<file path="src/rtl/muldiv_seq.sv">
// Sequential RV64M multiply/divide unit: one shared add/subtract per cycle, SIZE+1 cycle latency.
// Optional MULDIV_EARLY_OUT_EN: divide-by-zero and signed overflow finish one cycle after accept.
module muldiv_seq #(
  parameter int SIZE = 64
) (
  input  logic            clk,
  input  logic            reset,
  input  logic            start,
  input  logic [2:0]      funct3,
  input  logic [SIZE-1:0] s1,
  input  logic [SIZE-1:0] s2,
  output logic            busy,
  output logic            done,
  output logic [SIZE-1:0] res
);

  localparam int CW = $clog2(SIZE);

  typedef enum logic [1:0] {IDLE, CALC, FIX} state_t;

  state_t              state_q, state_d;
  logic [CW-1:0]       cnt_q, cnt_d;
  logic [2:0]          op_q, op_d;
  logic [SIZE-1:0]     b_q, b_d;
  logic [2*SIZE-1:0]   acc_q, acc_d;
  logic                neg_q, neg_d;
  logic                spec_q, spec_d;
  logic [SIZE-1:0]     spec_val_q, spec_val_d;
  logic [SIZE-1:0]     res_q, res_d;
  logic                done_q, done_d;

  // Operand preparation, evaluated on the incoming request
  logic                s1_sgn, s2_sgn, s1_neg, s2_neg;
  logic [SIZE-1:0]     s1_mag, s2_mag;
  logic                div_zero, div_ovf, special, neg_in;
  logic [SIZE-1:0]     spec_val_in;

  always_comb begin
    s1_sgn      = funct3[2] ? ~funct3[0] : (funct3[1:0] == 2'b01 || funct3[1:0] == 2'b10);
    s2_sgn      = funct3[2] ? ~funct3[0] : (funct3[1:0] == 2'b01);
    s1_neg      = s1_sgn & s1[SIZE-1];
    s2_neg      = s2_sgn & s2[SIZE-1];
    s1_mag      = s1_neg ? (~s1 + 1'b1) : s1;
    s2_mag      = s2_neg ? (~s2 + 1'b1) : s2;
    div_zero    = funct3[2] & (s2 == '0);
    div_ovf     = funct3[2] & ~funct3[0] & (s1 == {1'b1, {(SIZE-1){1'b0}}}) & (&s2);
    special     = div_zero | div_ovf;
    spec_val_in = div_zero ? (funct3[1] ? s1 : '1) : (funct3[1] ? '0 : s1);
    // Remainder takes the dividend's sign; quotient and products take the XOR
    neg_in      = (funct3[2] & funct3[1]) ? s1_neg : (s1_neg ^ s2_neg);
  end

  // Shared datapath: hi + multiplicand for multiply, shifted remainder - divisor for divide
  logic [SIZE-1:0]   hi, lo;
  logic              is_div;
  logic [SIZE:0]     rem_sh, add_a, add_b;
  logic [SIZE+1:0]   sum;
  logic              ge;
  logic [2*SIZE-1:0] step;

  always_comb begin
    hi     = acc_q[2*SIZE-1:SIZE];
    lo     = acc_q[SIZE-1:0];
    is_div = op_q[2];
    rem_sh = {hi, lo[SIZE-1]};
    add_a  = is_div ? rem_sh : {1'b0, hi};
    add_b  = is_div ? ~{1'b0, b_q} : (lo[0] ? {1'b0, b_q} : '0);
    sum    = {1'b0, add_a} + {1'b0, add_b} + {{(SIZE+1){1'b0}}, is_div};
    ge     = sum[SIZE+1];
    if (is_div)
      step = {(ge ? sum[SIZE-1:0] : rem_sh[SIZE-1:0]), lo[SIZE-2:0], ge};
    else
      step = {sum[SIZE:0], lo[SIZE-1:1]};
  end

  // Final sign correction and result selection
  logic [2*SIZE-1:0] sel2, fix2;
  logic [SIZE-1:0]   fix_res;

  always_comb begin
    sel2 = op_q[2] ? {{SIZE{1'b0}}, (op_q[1] ? hi : lo)} : acc_q;
    fix2 = neg_q ? (~sel2 + 1'b1) : sel2;
    if (spec_q)
      fix_res = spec_val_q;
    else if (op_q[2] || op_q[1:0] == 2'b00)
      fix_res = fix2[SIZE-1:0];
    else
      fix_res = fix2[2*SIZE-1:SIZE];
  end

  always_comb begin
    state_d    = state_q;
    cnt_d      = cnt_q;
    op_d       = op_q;
    b_d        = b_q;
    acc_d      = acc_q;
    neg_d      = neg_q;
    spec_d     = spec_q;
    spec_val_d = spec_val_q;
    res_d      = res_q;
    done_d     = 1'b0;
    case (state_q)
      IDLE: begin
        if (start) begin
          op_d       = funct3;
          b_d        = funct3[2] ? s2_mag : s1_mag;
          acc_d      = {{SIZE{1'b0}}, (funct3[2] ? s1_mag : s2_mag)};
          neg_d      = neg_in;
          spec_d     = special;
          spec_val_d = spec_val_in;
          cnt_d      = '0;
`ifdef MULDIV_EARLY_OUT_EN
          state_d    = special ? FIX : CALC;
`else
          state_d    = CALC;
`endif
        end
      end
      CALC: begin
        acc_d = step;
        cnt_d = cnt_q + 1'b1;
        if (cnt_q == CW'(SIZE-1))
          state_d = FIX;
      end
      FIX: begin
        res_d   = fix_res;
        done_d  = 1'b1;
        state_d = IDLE;
      end
      default: state_d = IDLE;
    endcase
  end

  always_ff @(posedge clk or posedge reset) begin
    if (reset) begin
      state_q    <= IDLE;
      cnt_q      <= '0;
      op_q       <= '0;
      b_q        <= '0;
      acc_q      <= '0;
      neg_q      <= 1'b0;
      spec_q     <= 1'b0;
      spec_val_q <= '0;
      res_q      <= '0;
      done_q     <= 1'b0;
    end else begin
      state_q    <= state_d;
      cnt_q      <= cnt_d;
      op_q       <= op_d;
      b_q        <= b_d;
      acc_q      <= acc_d;
      neg_q      <= neg_d;
      spec_q     <= spec_d;
      spec_val_q <= spec_val_d;
      res_q      <= res_d;
      done_q     <= done_d;
    end
  end

  assign busy = (state_q != IDLE);
  assign done = done_q;
  assign res  = res_q;

endmodule

</file>
<file path="config.mk">
export PLATFORM = sky130hd
export DESIGN_NAME = muldiv_seq
export DESIGN_NICKNAME = d
export VERILOG_FILES = /design/src/rtl/muldiv_seq.sv
export SDC_FILE = /design/constraint.sdc
export NUM_CORES = 2
export LEC_CHECK = 0
export ABC_AREA = 1
export CORE_MARGIN = 2
export CORE_UTILIZATION = 35
export DETAILED_ROUTE_END_ITERATION = 7
export PLACE_DENSITY = 0.62
export SYNTH_ARGS = -nofsm -noshare
export SYNTH_HDL_FRONTEND = slang
export SYNTH_SLANG_ARGS = --single-unit
</file>
<file path="constraint.sdc">
create_clock -name clk -period 11.2 [get_ports clk]
set_clock_uncertainty 0.05 [all_clocks]
set_input_delay 1.12 -clock clk [delete_from_list [all_inputs] [get_ports clk]]
set_output_delay 1.12 -clock clk [all_outputs]
set_load 0.005 [all_outputs]
</file>
# Word level (Yosys, flattened, before mapping)

Index checks and enable logic that the tools add are counted.
Widths: inputs -> output; s select.

Add/subtract/negate cells: 6
Mux-type cells: 28
Equality and inequality tests: 8
Bitwise operators: 14
Reduce and logical (&&, ||, !) cells: 11

Operators by type and width:

| kind                    | number |
|---|---|
| $mux 64                 | 12 |
| $mux 128                | 4 |
| $pmux 128 s2            | 1 |
| $mux 65                 | 2 |
| $add 128x1->128 const B | 1 |
| $add 64x1->64 const B   | 2 |
| $not 128->128           | 1 |
| $not 64->64             | 2 |
| $add 65x65->66          | 1 |
| $add 66x1->66           | 1 |
| $not 64->65             | 1 |
| $eq 64x64->1 const B    | 1 |
| $logic_not 64->1        | 1 |
| $reduce_and 64->1       | 1 |
| $pmux 6 s2              | 1 |
| $and 1x1->1             | 7 |
| $add 6x1->6 const B     | 1 |
| $eq 6x6->1 const B      | 1 |
| $mux 6                  | 1 |
| $reduce_and 2->1        | 3 |
| $eq 2x1->1 const B      | 2 |
| $eq 2x2->1 const B      | 2 |
| $logic_not 2->1         | 2 |
| $mux 1                  | 4 |
| other kinds (8)         | 12 |

Logic and storage cells: 77
Input bits: 134
Output and inout bits: 66
Flip-flop bits (word level): 334

# Logic depth before layout (Yosys ltp)

Depth in word-level cells: 8
Depth in mapped cells: 30
Depth with buffers taken out: 25

# Worst setup path before layout

OpenSTA, ideal clock, no wires.

Kind: register to register
Start: reg op_q[2]
End: reg acc_q[103]
Arrival: 3,740 ps
Path slack: 7,292 ps
Path buffers: 7
Stages on the path, launching flop included: 24
Period minus slack after synthesis: 3,908 ps
Path through: dfrtp_1 > inv_2 > buf_2 > buf_2 > buf_2 > buf_2 > buf_1 > clkbuf_1 > nand3_1 > o21ai_0 > ha_1 > a21oi_1 > o21ai_0 > a21oi_1 > nor2_1 > nor2_1 > nand3_1 > nand3_1 > nand3_1 > inv_1 > clkbuf_1 > nand2_1 > nand3_1 > nand2_1

Cells in the longest elaborated chain, start to end: 6

RTL lines:

| item                              | RTL line | source |
|---|---|---|
| start: declaration                | 23       | `logic [2:0] op_q, op_d;` |
| start signal: assignment          | 149      | `op_q <= op_d;` |
| $mux 65, on equally long branches | 66, 67   |  |
| $add 65x65->66                    | 68       | `sum = {1'b0, add_a} + {1'b0, add_b} + {{(SIZE+1){1'b0}}, is_div};` |
| $add 66x1->66                     | 68       |  |
| $mux 64                           | 71       | `step = {(ge ? sum[SIZE-1:0] : rem_sh[SIZE-1:0]), lo[SIZE-2:0], ge};` |
| $mux 128 *                        | 70       | `if (is_div)` |
| $pmux 128 s2 *                    | 102      | `case (state_q)` |
| end signal: assignment            | 140      | `acc_q <= '0;` |
| end signal: assignment            | 151      | `acc_q <= acc_d;` |
| end: declaration                  | 25       | `logic [2*SIZE-1:0] acc_q, acc_d;` |

Every way passes the cells marked *; elsewhere a longest branch is shown, timed or not.
A chain may end at the register's enable or synchronous reset.

# Worst setup path in the final report

Start: reg op_q[2]
End: reg acc_q[97]

The elaborated chain is that of the path after synthesis.

==> results.cfg <==
[sta]
max_freq_mhz = 148.1
layout_setup_ws_ns = 4.449
rsz0062_at_grt = false
period_needed_ns = 6.751
setup-tns-final_ns = 0
tightest_slew_ns = 1.459
slew_viol_final = 0
relSlewSlack_pct = 1.674
setup_viol = 0
period_share_pct = 60.28
finalHoldViolCount = 0

[placement]
place.gp.congestion = 1.074
hpwl_mm = 176.3
placed_area_um2 = 38000
io_buffers = 199
dp_slack_ns = 4.750

[worst_setup_path]
required_ns = 11.74
crit_path_start_kind = register
slowest_stage = dfrtp_4
path_class = register to register
crit_path_end_kind = register
path_max_fanout = 93
cpPeakStageDelay_ns = 0.90
crit_chain = buf_4, buf_4, nor2_1, inv_1, o21ai_0, ha_1, nand2_1, nor2_1, nand2_1, nor2_1, nand3_1, nand3_1, buf_4, inv_1, buf_4, nand2_1, nand4_1, nand2_1
critPathArrivalTime_ns = 7.29

[clock_network]
clk_pin_slew_ns = 0.06
clk_path_buf_depth = 3
cts_hold_buf = 0
cts_sinks = 334
cts_setup_buffers = 0
cts_root_buffer = clkbuf_16
htree_levels = 2
clkLatencyLatePin_ns = 0.65
cts_resized = 0
cts_tree = done
numCtsBuffers = 44

[route]
drt_iter0_markers = 5992
drc_errors = 0
firstDrtPassIters = 6
routed_via_density = 5.821
vias = 43780
drt_wl_total_mm = 217.7
wl_per_cell_um = 28.95
antenna_left = 0

[logic_synthesis]
synth_area_leaders = dfrtp_1 (24%), nand2_1 (21%), nand3_1 (8.5%)
ys_seq_area_share_pct = 23.83
synth_nets = 6378
ys_seq_elements = 334
syn_area_um2 = 35070
yosys.area.top_type_share_pct = 23.83
syn_inst = 6172
synth.distinct_cells = 53
avgSynthCellArea_um2 = 5.682
synth_flop_cell = dfrtp_1
yosys.area.top_type = dfrtp_1
synth_warnings = 0
synthArstFlopShare_pct = 100.0
synth_edf_count = 0

[floorplanning]
die_w_um = 320.5
die_h_um = 320.5
core_um2 = 99710
rows = 116
initial_utilization_pct = 35.17
die_area_um2 = 102700
num_io_pins = 200

[grt]
grt_pass1_wl_mm = 300.7
grt_usage_pct = 41.05
antenna_found_initial = 10
grt.met2_usage_pct = 61.26
grt_use_met3_pct = 8.935
met1_usage_pct = 54.55
grt_overflow_total = 0
grt.busiest_layer = met2
grt_pass1_vias = 39940
grt_max_degree = 182

[power]
sw_frac_of_total_pct = 61.37
p_int_mw = 4.671
power_density_nw_per_um2 = 305.6
leakagePower_nw = 18.13
p_seq_share_pct = 19.7
worst_ir_drop_vdd_uv = 165.5
combPwrFrac_pct = 67.3
power_switching_mw = 7.421
finalPower_mw = 12.09
p_clk_share_pct = 13.1

[status]
violations = capacitance limit
outcome = finished, violations left

[finish]
area_delta_synth_final_pct = 12.84
n_fill_cell = 11230
fin_area_um2 = 39570
final_core_util_pct = 39.69
drive_gt1_share_pct = 3.344
layout.nets = 6391

[run]
maxCapViolations = 1

[worst_hold_path]
hp-class = register to register
-- area by class of cell --
type | instances | area (um2) | area share (%)
multi-input cells | 4915 | 23200 | 58.63
flip-flops and latches | 334 | 8372 | 21.16
inverters | 645 | 2441 | 6.169
repair buffers | 245 | 2367 | 5.982
well taps | 1298 | 1624 | 4.104
clock buffers | 57 | 1190 | 3.007
clock inverters | 24 | 370.4 | 0.9359
diodes | 3 | 7.507 | 0.01897
-- Yosys cell counts, drive strengths merged, types with 11 or more instances --
cell    count
nand2    1952
nor2      762
inv       641
o21ai     619
nand3     603
a21oi     357
dfrtp     334
clkbuf    198
nand4     110
xor2       98
buf        80
ha         70
o211ai     65
nor3       54
xnor2      38
a22oi      25
a21boi     23
or2        21
nor4       20
nand3b     15
o21bai     13
a21o       11
-- flip-flops by register name, indices dropped and copies added (netlist names) --
| signal | flops |
|---|---|
| state_q | 2 |
| done | 1 |
| neg_q | 1 |
| op_q | 3 |
| spec_val_q | 64 |
| b_q | 64 |
| acc_q | 128 |
| cnt_q | 6 |
| spec_q | 1 |
| res | 64 |
-- power groups by stage --
stage / Clock [mW] / Combinational [mW] / Sequential [mW]
2_1_floorplan: 0 / 4.95 / 1.84
3_3_place_gp: 0 / 7.90 / 2.34
3_5_place_dp: 0 / 7.83 / 2.34
4_1_cts: 1.59 / 7.87 / 2.32
5_1_grt: 1.63 / 8.69 / 2.37
6_report: 1.58 / 8.13 / 2.38
-- worst max-delay path, delay by kind of cell (launching register included) --
| kind | cells | cell delay [ns] |
|---|---|---|
| adder cells (fa/ha/maj) | 1 | 0.51 |
| AO/OA/AOI/OAI | 1 | 0.32 |
| buffers and inverters | 6 | 2.97 |
| AND/OR/NAND/NOR | 10 | 1.88 |
| flip-flops | 1 | 0.90 |
-- metal layers --
metal  vias to the layer above  part of all wire (%)  wire length, um
met5                         -                 0.020               43
li1                      20130                     -                -
met3                       441                   9.9            21650
met4                         6                   6.8            14910
met2                      2449                    42            91910
met1                     20760                    41            89210
-- path summary, 6_finish.rpt --
kind / start / end / slack [ns] / cells past startpoint
setup / recovery: op_q[2] / acc_q[97] / 4.45 / 18
hold reg to reg: res[2] / res[2] / 0.43 / 2
hold / removal: res[2] / res[2] / 0.43 / 2
setup reg to reg: op_q[2] / acc_q[97] / 4.45 / 18
max in group asynchronous: reset / acc_q[0] / 8.03 / 4
min in group asynchronous: reset / res[6] / 0.96 / 2
-- cells by family after synthesis --
group / synth area share [%]
xor gates and xnor gates: 3.397
AOI/OAI and AO/OA: 17.86
and+or+nand+nor: 42.11
adders and majority gates: 2.612
DFF: 23.83
buffers and inverters: 10.18
-- per-stage QoR --
step / hold WS, ns / instances
after floorplan: 0.3940 / 6172
after global placement: 0.4138 / 7437
after detailed placement: 0.4144 / 7437
after CTS: 0.4310 / 7518
after global routing: 0.4553 / 7518
final: 0.4265 / 7521
-- placed cells by master, fill, tap and decap left out, types with 5 or more instances in the layout --
cell | Yosys | routed
bufinv_16 | 0 | 6
a21oi_1 | 357 | 357
or2_2 | 17 | 17
a21boi_0 | 22 | 22
inv_2 | 6 | 5
nand2_2 | 16 | 17
buf_4 | 3 | 44
nand3b_1 | 15 | 15
nand3_1 | 599 | 599
xnor2_1 | 38 | 38
nor3_1 | 52 | 52
a31oi_1 | 8 | 8
clkbuf_16 | 0 | 44
o21a_1 | 9 | 9
nor4_1 | 20 | 20
nor2_2 | 15 | 15
o221ai_1 | 5 | 5
o31ai_1 | 6 | 6
xor2_1 | 98 | 98
and2_1 | 5 | 5
o21bai_1 | 13 | 13
nor2_4 | 6 | 10
o21ai_1 | 36 | 37
clkdlybuf4s50_1 | 0 | 197
o211ai_1 | 65 | 65
clkinv_2 | 0 | 6
o22ai_1 | 10 | 10
inv_1 | 635 | 631
nor2_1 | 741 | 737
dfrtp_1 | 334 | 329
nand4_1 | 110 | 110
nor3b_1 | 5 | 5
a22oi_1 | 25 | 25
nand2_1 | 1935 | 1932
a21o_1 | 11 | 11
clkbuf_1 | 198 | 9
ha_1 | 70 | 70
o21ai_0 | 580 | 578
(Power assumes the default switching activity.)
